$ cat config.mk
export PLATFORM = sky130hd
export DESIGN_NAME = dsm_modulator
export DESIGN_NICKNAME = d
export VERILOG_FILES = /design/src/rtl/dem_dac_pkg.sv /design/src/rtl/dsm_quantizer.sv /design/src/rtl/dsm_modulator.sv
export SDC_FILE = /design/constraint.sdc
export NUM_CORES = 1
export LEC_CHECK = 0
export BUFFER_PORTS_ARGS = -buffer_cell sky130_fd_sc_hd__buf_2
export CORE_ASPECT_RATIO = 1.2
export CORE_MARGIN = 2
export CORE_UTILIZATION = 31
export DETAILED_ROUTE_END_ITERATION = 10
export PLACE_DENSITY = 0.57
export SYNTH_ARGS = -nofsm -noshare
export SYNTH_HDL_FRONTEND = slang
export SYNTH_SLANG_ARGS = --single-unit
$ cat constraint.sdc
create_clock -name clk_i -period 7.7 [get_ports clk_i]
set_input_delay 1.54 -clock clk_i [delete_from_list [all_inputs] [get_ports clk_i]]
set_output_delay 1.54 -clock clk_i [all_outputs]
set_load 0.01 [all_outputs]
$ cat src/rtl/dem_dac_pkg.sv
// Shared widths, quantizer limits and sample/accumulator types for the DSM -> DEM DAC path.
package dem_dac_pkg;

    localparam int INPUT_WIDTH = 16;
    localparam int QUANT_BITS  = 5;
    localparam int SHIFT       = INPUT_WIDTH - QUANT_BITS;
    localparam int ACC_WIDTH   = INPUT_WIDTH + 3;

    localparam int QMAX = (2 ** (QUANT_BITS - 1)) - 1;
    localparam int QMIN = -(2 ** (QUANT_BITS - 1));

    // Residual error is held to half a quantizer step so the loop cannot run away.
    localparam int EMAX = (2 ** (SHIFT - 1)) - 1;
    localparam int EMIN = -(2 ** (SHIFT - 1));

    typedef logic signed [INPUT_WIDTH-1:0] sample_t;
    typedef logic signed [ACC_WIDTH-1:0]   acc_t;
    typedef logic signed [QUANT_BITS-1:0]  q_t;

endpackage

$ cat src/rtl/dsm_quantizer.sv
// Combinational requantizer: round-half-up to QUANT_BITS levels, clamp, saturate residual error.
module dsm_quantizer
    import dem_dac_pkg::*;
(
    input  acc_t y,
    output q_t   q,
    output acc_t e,
    output logic ovf
);

    localparam acc_t HALF_LSB = acc_t'(2 ** (SHIFT - 1));
    localparam acc_t Q_HI     = acc_t'(QMAX);
    localparam acc_t Q_LO     = acc_t'(QMIN);
    localparam acc_t E_HI     = acc_t'(EMAX);
    localparam acc_t E_LO     = acc_t'(EMIN);

    function automatic acc_t round_shift(input acc_t v);
        return (v + HALF_LSB) >>> SHIFT;
    endfunction

    function automatic acc_t sat_err(input acc_t v);
        if (v > E_HI)
            return E_HI;
        else if (v < E_LO)
            return E_LO;
        else
            return v;
    endfunction

    acc_t q_raw;
    acc_t q_wide;

    always_comb begin
        q_raw = round_shift(y);
        ovf   = 1'b0;
        q     = q_t'(q_raw);
        if (q_raw > Q_HI) begin
            q   = q_t'(QMAX);
            ovf = 1'b1;
        end else if (q_raw < Q_LO) begin
            q   = q_t'(QMIN);
            ovf = 1'b1;
        end
        q_wide = acc_t'(q) <<< SHIFT;
        e      = sat_err(y - q_wide);
    end

endmodule

$ cat src/rtl/dsm_modulator.sv
// Second-order error-feedback delta-sigma modulator with valid/ready on both sides
// and a single output register stage feeding the DEM.
module dsm_modulator
    import dem_dac_pkg::*;
(
    input  logic                          clk_i,
    input  logic                          reset_i,
    input  logic                          clear_i,
    input  logic signed [INPUT_WIDTH-1:0] in_data_i,
    input  logic                          in_valid_i,
    output logic                          in_ready_o,
    output logic signed [INPUT_WIDTH-1:0] code_o,
    output logic                          out_valid_o,
    input  logic                          out_ready_i,
    output logic                          overload_o
);

    acc_t    e1_p1;
    acc_t    e2_p1;
    sample_t code_p1;
    logic    vld_p1;
    logic    ovl_p1;

    acc_t    y_p0;
    q_t      q_p0;
    acc_t    e_p0;
    logic    ovf_p0;
    logic    accept;

    assign in_ready_o = !vld_p1 || out_ready_i;
    assign accept     = in_valid_i && in_ready_o;

    // Stage p0: noise-shaping sum and requantization, combinational on the input sample.
    assign y_p0 = acc_t'(in_data_i) + (e1_p1 <<< 1) - e2_p1;

    dsm_quantizer u_quant (
        .y   (y_p0),
        .q   (q_p0),
        .e   (e_p0),
        .ovf (ovf_p0)
    );

    // Stage p1: error history, output code register and sticky overload.
    always_ff @(posedge clk_i or negedge reset_i) begin
        if (!reset_i) begin
            e1_p1   <= '0;
            e2_p1   <= '0;
            code_p1 <= '0;
            vld_p1  <= 1'b0;
            ovl_p1  <= 1'b0;
        end else if (clear_i) begin
            e1_p1   <= '0;
            e2_p1   <= '0;
            code_p1 <= '0;
            vld_p1  <= 1'b0;
            ovl_p1  <= 1'b0;
        end else if (accept) begin
            e2_p1   <= e1_p1;
            e1_p1   <= e_p0;
            code_p1 <= sample_t'(q_p0);
            vld_p1  <= 1'b1;
            ovl_p1  <= ovl_p1 | ovf_p0;
        end else if (out_ready_i) begin
            vld_p1  <= 1'b0;
        end
    end

    assign code_o      = code_p1;
    assign out_valid_o = vld_p1;
    assign overload_o  = ovl_p1;

endmodule

-- Yosys cells after proc, flatten, opt, wreduce, memory -nomap -nowiden
Index checks and enable logic that the tools add are counted.
- flip-flop bits (word level): 56
- input port bits: 21
- output and inout port bits: 19
- word-level logic and storage cells: 36
- $add $sub $neg: 4
- order comparisons: 4
- multiplexer cells: 17
- bitwise logic cells: 1
- reduce and logical (&&, ||, !) cells: 5
- operators with widths (operator ; number):
    $mux 19 ; 6
    $mux 16 ; 2
    $add 16x19->19 ; 1
    $add 19x12->19 const B ; 1
    $gt 19x11->1 const B ; 1
    $lt 19x11->1 const B ; 1
    $sub 19x16->19 ; 1
    $sub 19x19->19 ; 1
    $mux 5 ; 2
    $gt 8x5->1 const B ; 1
    $lt 8x5->1 const B ; 1
    $mux 1 ; 7
    $reduce_bool 3->1 ; 1
    $reduce_bool 2->1 ; 1
    $logic_and 1x1->1 ; 1
    $logic_not 1->1 ; 1
    $logic_or 1x1->1 ; 1
    $or 1x1->1 ; 1

-- Depth between registers and ports, before layout
- depth after elaboration: 12
- gate-level depth with buffers: 32
- depth with buffers taken out: 31

-- By module
Synthesis repeated with hierarchy kept, for this count alone.
- cell total of the unflattened synthesis: 473
- area total of the unflattened synthesis: 4231.6 sq um
- by module, submodules not included (module ; instances ; cells each ; area each (sq um) ; seq. area each (sq um)):
    dsm_modulator ; 1 ; 308 ; 3086.7 ; 1126.1
    dsm_quantizer ; 1 ; 165 ; 1144.8 ; 0.0

-- Least setup slack after synthesis
OpenSTA, ideal clock, no wires.
- path type: input to register
- start: in in_data_i[1]
- end: reg e1_p1[0]
- library setup time: 67 ps
- data arrival time: 7278 ps
- data required time: 7633 ps
- path slack: 355 ps
- stages: 30
- path buffers: 1
- path through: fa_1 > ha_1 > fa_1 > a211oi_2 > nor3_2 > o21ai_0 > nand2b_1 > xnor2_1 > inv_1 > ha_1 > and3_2 > nand4_1 > mux2i_1 > a22o_1 > nor2_1 > nor2_1 > ha_1 > nor2b_1 > o21a_1 > o21a_1 > o21ai_0 > nand2b_1 > nand3_1 > a21oi_1 > nand3b_2 > nand4_1 > ha_1 > buf_1 > nor2_1 > a221o_1
- cells in the longest elaborated chain, start to end: 12
- elaborated cells between the ends (all ways): 14
- classes of those cells: add/sub: 4; order compare: 4; mux: 6
- ends and longest elaborated chain (item ; RTL line ; text):
    from (decl) ; dsm_modulator.sv:9 ; input logic signed [INPUT_WIDTH-1:0] in_data_i,
    $add 16x19->19 * ; dsm_modulator.sv:34 ; assign y_p0 = acc_t'(in_data_i) + (e1_p1 <<< 1) - e2_p1;
    $sub 19x19->19 * ; dsm_modulator.sv:34 ;
    $add 19x12->19 ; dsm_quantizer.sv:18 ; return (v + HALF_LSB) >>> SHIFT;
    $lt 8x5->1 ; dsm_quantizer.sv:40 ; end else if (q_raw < Q_LO) begin
    $mux 5 ; dsm_quantizer.sv:40 ;
    $mux 5 ; dsm_quantizer.sv:37 ; if (q_raw > Q_HI) begin
    $sub 19x16->19 * ; dsm_quantizer.sv:45 ; e = sat_err(y - q_wide);
    $lt 19x11->1 ; dsm_quantizer.sv:24 ; else if (v < E_LO)
    $mux 19 ; dsm_quantizer.sv:24 ;
    $mux 19 * ; dsm_quantizer.sv:22 ; if (v > E_HI)
    $mux 19 * ; dsm_modulator.sv:57 ; end else if (accept) begin
    $mux 19 * ; dsm_modulator.sv:51 ; end else if (clear_i) begin
    to (signal assigned) ; dsm_modulator.sv:59 ; e1_p1 <= e_p0;
    to (decl) ; dsm_modulator.sv:18 ; acc_t e1_p1;
Mark *: on every way between the ends. The rest lies on a longest branch, timed or not. The select of a mux whose other input is x is not followed.
A chain may end at the register's enable or synchronous reset.

-- Final worst setup path
- start: in in_data_i[1]
- end: reg e1_p1[3]
The elaborated chain is that of the path after synthesis.

==> flow_summary.json <==
{
  "slew_headroom_pct": 30.30,
  "io_pins": 40,
  "grt-busiest-layer": "met2",
  "seqCellArea_mm2": 0.001126,
  "yosysWarnings": 0,
  "drive_gt1_share_pct": 20.12,
  "grt_max_degree": 46,
  "path_clk_slew_ns": 0.06,
  "die_h_um": 129.5,
  "fmaxAchievable_ghz": 0.1390,
  "setup.worst_path.end_class": "flip-flop",
  "yosys-top-cells-count": "55 x inv_1, 45 x dfrtp_1, 43 x nand2_1, 28 x ha_1, 21 x nor2_1",
  "synth_nets": 509,
  "ys_seq_area_share_pct": 27.69,
  "drtIter0Drc": 182,
  "vias": 3227,
  "port_buffers": 39,
  "cts_tree": "built",
  "path_class": "input port to flip-flop",
  "cp.arrival_ns": 7.36,
  "synth-simple-area-share_pct": 17.57,
  "synth_compound_area_share_pct": 20.74,
  "grtUsageTotal_pct": 14.10,
  "drc_errors": 0,
  "antennaDiodeCount": 0,
  "setup_viol": 0,
  "avgRoutedWirePerCell_um": 14.72,
  "synth_area_leaders": "dfrtp_1 28%, fa_1 8.9%, ha_1 8.6%, inv_1 5.1%, nand2_1 4.0%",
  "grt_pass1_vias": 3330,
  "ys_types": 69,
  "multi_input_area_mm2": 0.002582,
  "grt_pass1_wl_um": 15900,
  "n_fill_cell": 1338,
  "cts_buffers": 5,
  "synth-xor-area-share_pct": 6.769,
  "die_x_um": 108.6,
  "syn_to_final_growth_pct": 13.94,
  "reg2reg_depth": 27,
  "met2_usage_pct": 24.38,
  "grt_overflow": 0,
  "initial_core_util_pct": 31.96,
  "setup.worst_path.end": "e1_p1[3]$_DFFE_PN0P_",
  "std_cell_rows": 45,
  "ctsLongestPathBuffers": 2,
  "maxCapViolCount": 0,
  "ys_ff_latch": 45,
  "setup_tns_ns": 0,
  "yosysMostFrequentCell": "inv_1",
  "syn_area_mm2": 0.004066,
  "finClkSkew_ns": 0.004591,
  "drt_first_pass_iters": 4,
  "maxSlewViolCount": 0,
  "cp-start-kind": "input port",
  "routed_via_density": 4.995,
  "ys.flop_type": "dfrtp_1",
  "cts_sinks": 45,
  "synth_top_area_cell": "dfrtp_1",
  "synth-edff-count": 0,
  "synth_top_area_share_pct": 27.69,
  "grt_use_met1_pct": 18.55,
  "yosys-mux-area-fraction_pct": 0.4923,
  "post-dp-hpwl_um": 7517,
  "hold_class": "flip-flop to flip-flop",
  "antenna_found_initial": 0,
  "worst_pin_slew_ns": 1.046,
  "coreArea_mm2": 0.01272,
  "period_share_pct": 93.46,
  "required_ns": 7.86,
  "nNetsFinal": 549,
  "rrSetupSlack_ns": 1.46,
  "routabilityCongestion": 0.8786,
  "cts_root_buffer": "clkbuf_16",
  "finalHoldViolations": 0,
  "min_period_ns": 7.197,
  "clk_latency_ns": 0.28,
  "avgSynthCellArea_um2": 9.200,
  "status": "finished clean",
  "worstReg2RegEnd": "e1_p1[3]$_DFFE_PN0P_",
  "rsz0062_at_grt": "false",
  "grt_use_met3_pct": 1.861,
  "synthesis.instances": 442,
  "wirelength_um": 9511,
  "worstPathMaxFanout": 10,
  "die_area_mm2": 0.01405,
  "synthAdderAreaFrac_pct": 17.48,
  "synth-async-reset-ratio_pct": 100.0,
  "antenna_left": 0,
  "synth_top_family_by_area": "compound AO/OA/AOI/OAI gates",
  "crit_start": "in_data_i[1]",
  "r2r-start": "e1_p1[0]$_DFFE_PN0P_",
  "h-tree-depth": 2
}
[area by class of cell]
class,instances,share of cell area (%)
clock inverters,2,0.7561
multi-input cells,315,55.74
clock buffers,5,2.701
repair buffers,60,7.615
well taps,164,4.429
inverters,55,4.456
flip-flops and latches,45,24.30
[worst min path at each step]
stage / start / end / cells after the start
after floorplan: e2_p1[10]$_DFFE_PN0P_ / e2_p1[10]$_DFFE_PN0P_ / 2
after global routing: e1_p1[15]$_DFFE_PN0P_ / e1_p1[15]$_DFFE_PN0P_ / 2
after detailed placement: e2_p1[10]$_DFFE_PN0P_ / e2_p1[10]$_DFFE_PN0P_ / 2
final: e1_p1[15]$_DFFE_PN0P_ / e1_p1[15]$_DFFE_PN0P_ / 2
after global placement: e2_p1[14]$_DFFE_PN0P_ / e2_p1[14]$_DFFE_PN0P_ / 2
after CTS: e1_p1[15]$_DFFE_PN0P_ / e1_p1[15]$_DFFE_PN0P_ / 2
[placed cells by master (no fill, tap or decap), types with 3 or more instances in the layout]
cell       count
nand2_1       43
buf_2         39
nor2_1        20
a221o_1       12
or3_1          3
xor2_1         9
nor3_1         7
nand4_1        4
o21ai_1       11
a22o_1        10
a21oi_2        4
nand3_1        7
xnor2_1       16
ha_1          28
nand2b_1       5
o21a_1         3
a21o_1         8
fa_1          18
dfrtp_1       45
o211ai_1       9
inv_1         55
buf_4         21
a21oi_1       17
a211oi_1       3
nor3_4         3
clkbuf_16      5
nor2b_1        7
o21ai_0       19
and3_1         5
[registers in the layout (all words and copies together) (netlist names)]
signal	count
code_o	5
overload_o	1
e2_p1	19
e1_p1	19
out_valid_o	1
[per-stage QoR]
step	instances	cell area, µm²	setup WS, ns	utilization (%)	hold slack, ns
final	646	4633	0.5034	36.41	0.4886
after global routing	646	4633	0.1393	36.41	0.5141
after CTS	646	4626	0.1556	36.35	0.4940
after detailed placement	639	4466	-0.09512	35.09	0.4785
after global placement	639	4466	0.01204	35.09	0.4681
after floorplan	442	4066	0.3548	-	0.4498
[routing by layer]
| metal | vias to the layer above | share of wire [%] |
|---|---|---|
| met4 | 0 | 2.1 |
| met5 | - | 0 |
| met2 | 60 | 48 |
| met3 | 14 | 2.8 |
| li1 | 1606 | - |
| met1 | 1547 | 47 |
[worst max-delay path, stage by stage]
cell	delay [ns]
buf_2	0.11
fa_1	0.47
ha_1	0.24
fa_1	0.44
a211oi_2	0.35
nor3_2	0.11
o21ai_0	0.17
nand2b_1	0.09
xnor2_1	0.24
inv_1	0.07
ha_1	0.20
buf_4	0.14
nand4b_1	0.20
o32ai_1	0.26
a2bb2oi_1	0.14
buf_4	0.16
o21ba_2	0.22
ha_1	0.23
o21a_1	0.12
o21a_1	0.17
o21ai_0	0.24
nor2b_1	0.25
buf_4	0.14
xnor2_1	0.11
xnor3_2	0.31
a21oi_4	0.24
nor3_4	0.11
a221o_1	0.29
[kinds of logic (layout without fill, tap and decap cells)]
family / after synthesis / count (layout)
AND/OR/NAND/NOR: 124 / 124
AO/OA/AOI/OAI: 115 / 115
buffers and inverters: 82 / 122
adder cells (fa/ha/maj): 46 / 46
flip-flops: 45 / 45
XOR/XNOR: 28 / 28
multiplexers: 2 / 2
[repair_timing]
item / in CTS / in global routing
setup endpoints to repair: 0 / 10
buffers inserted: 0 / 0
hold buffers: 0 / 0
resized for setup: 0 / 2
Power is not shown: default switching activity piles up to over one toggle a cycle in this logic, so the estimate is an artifact.
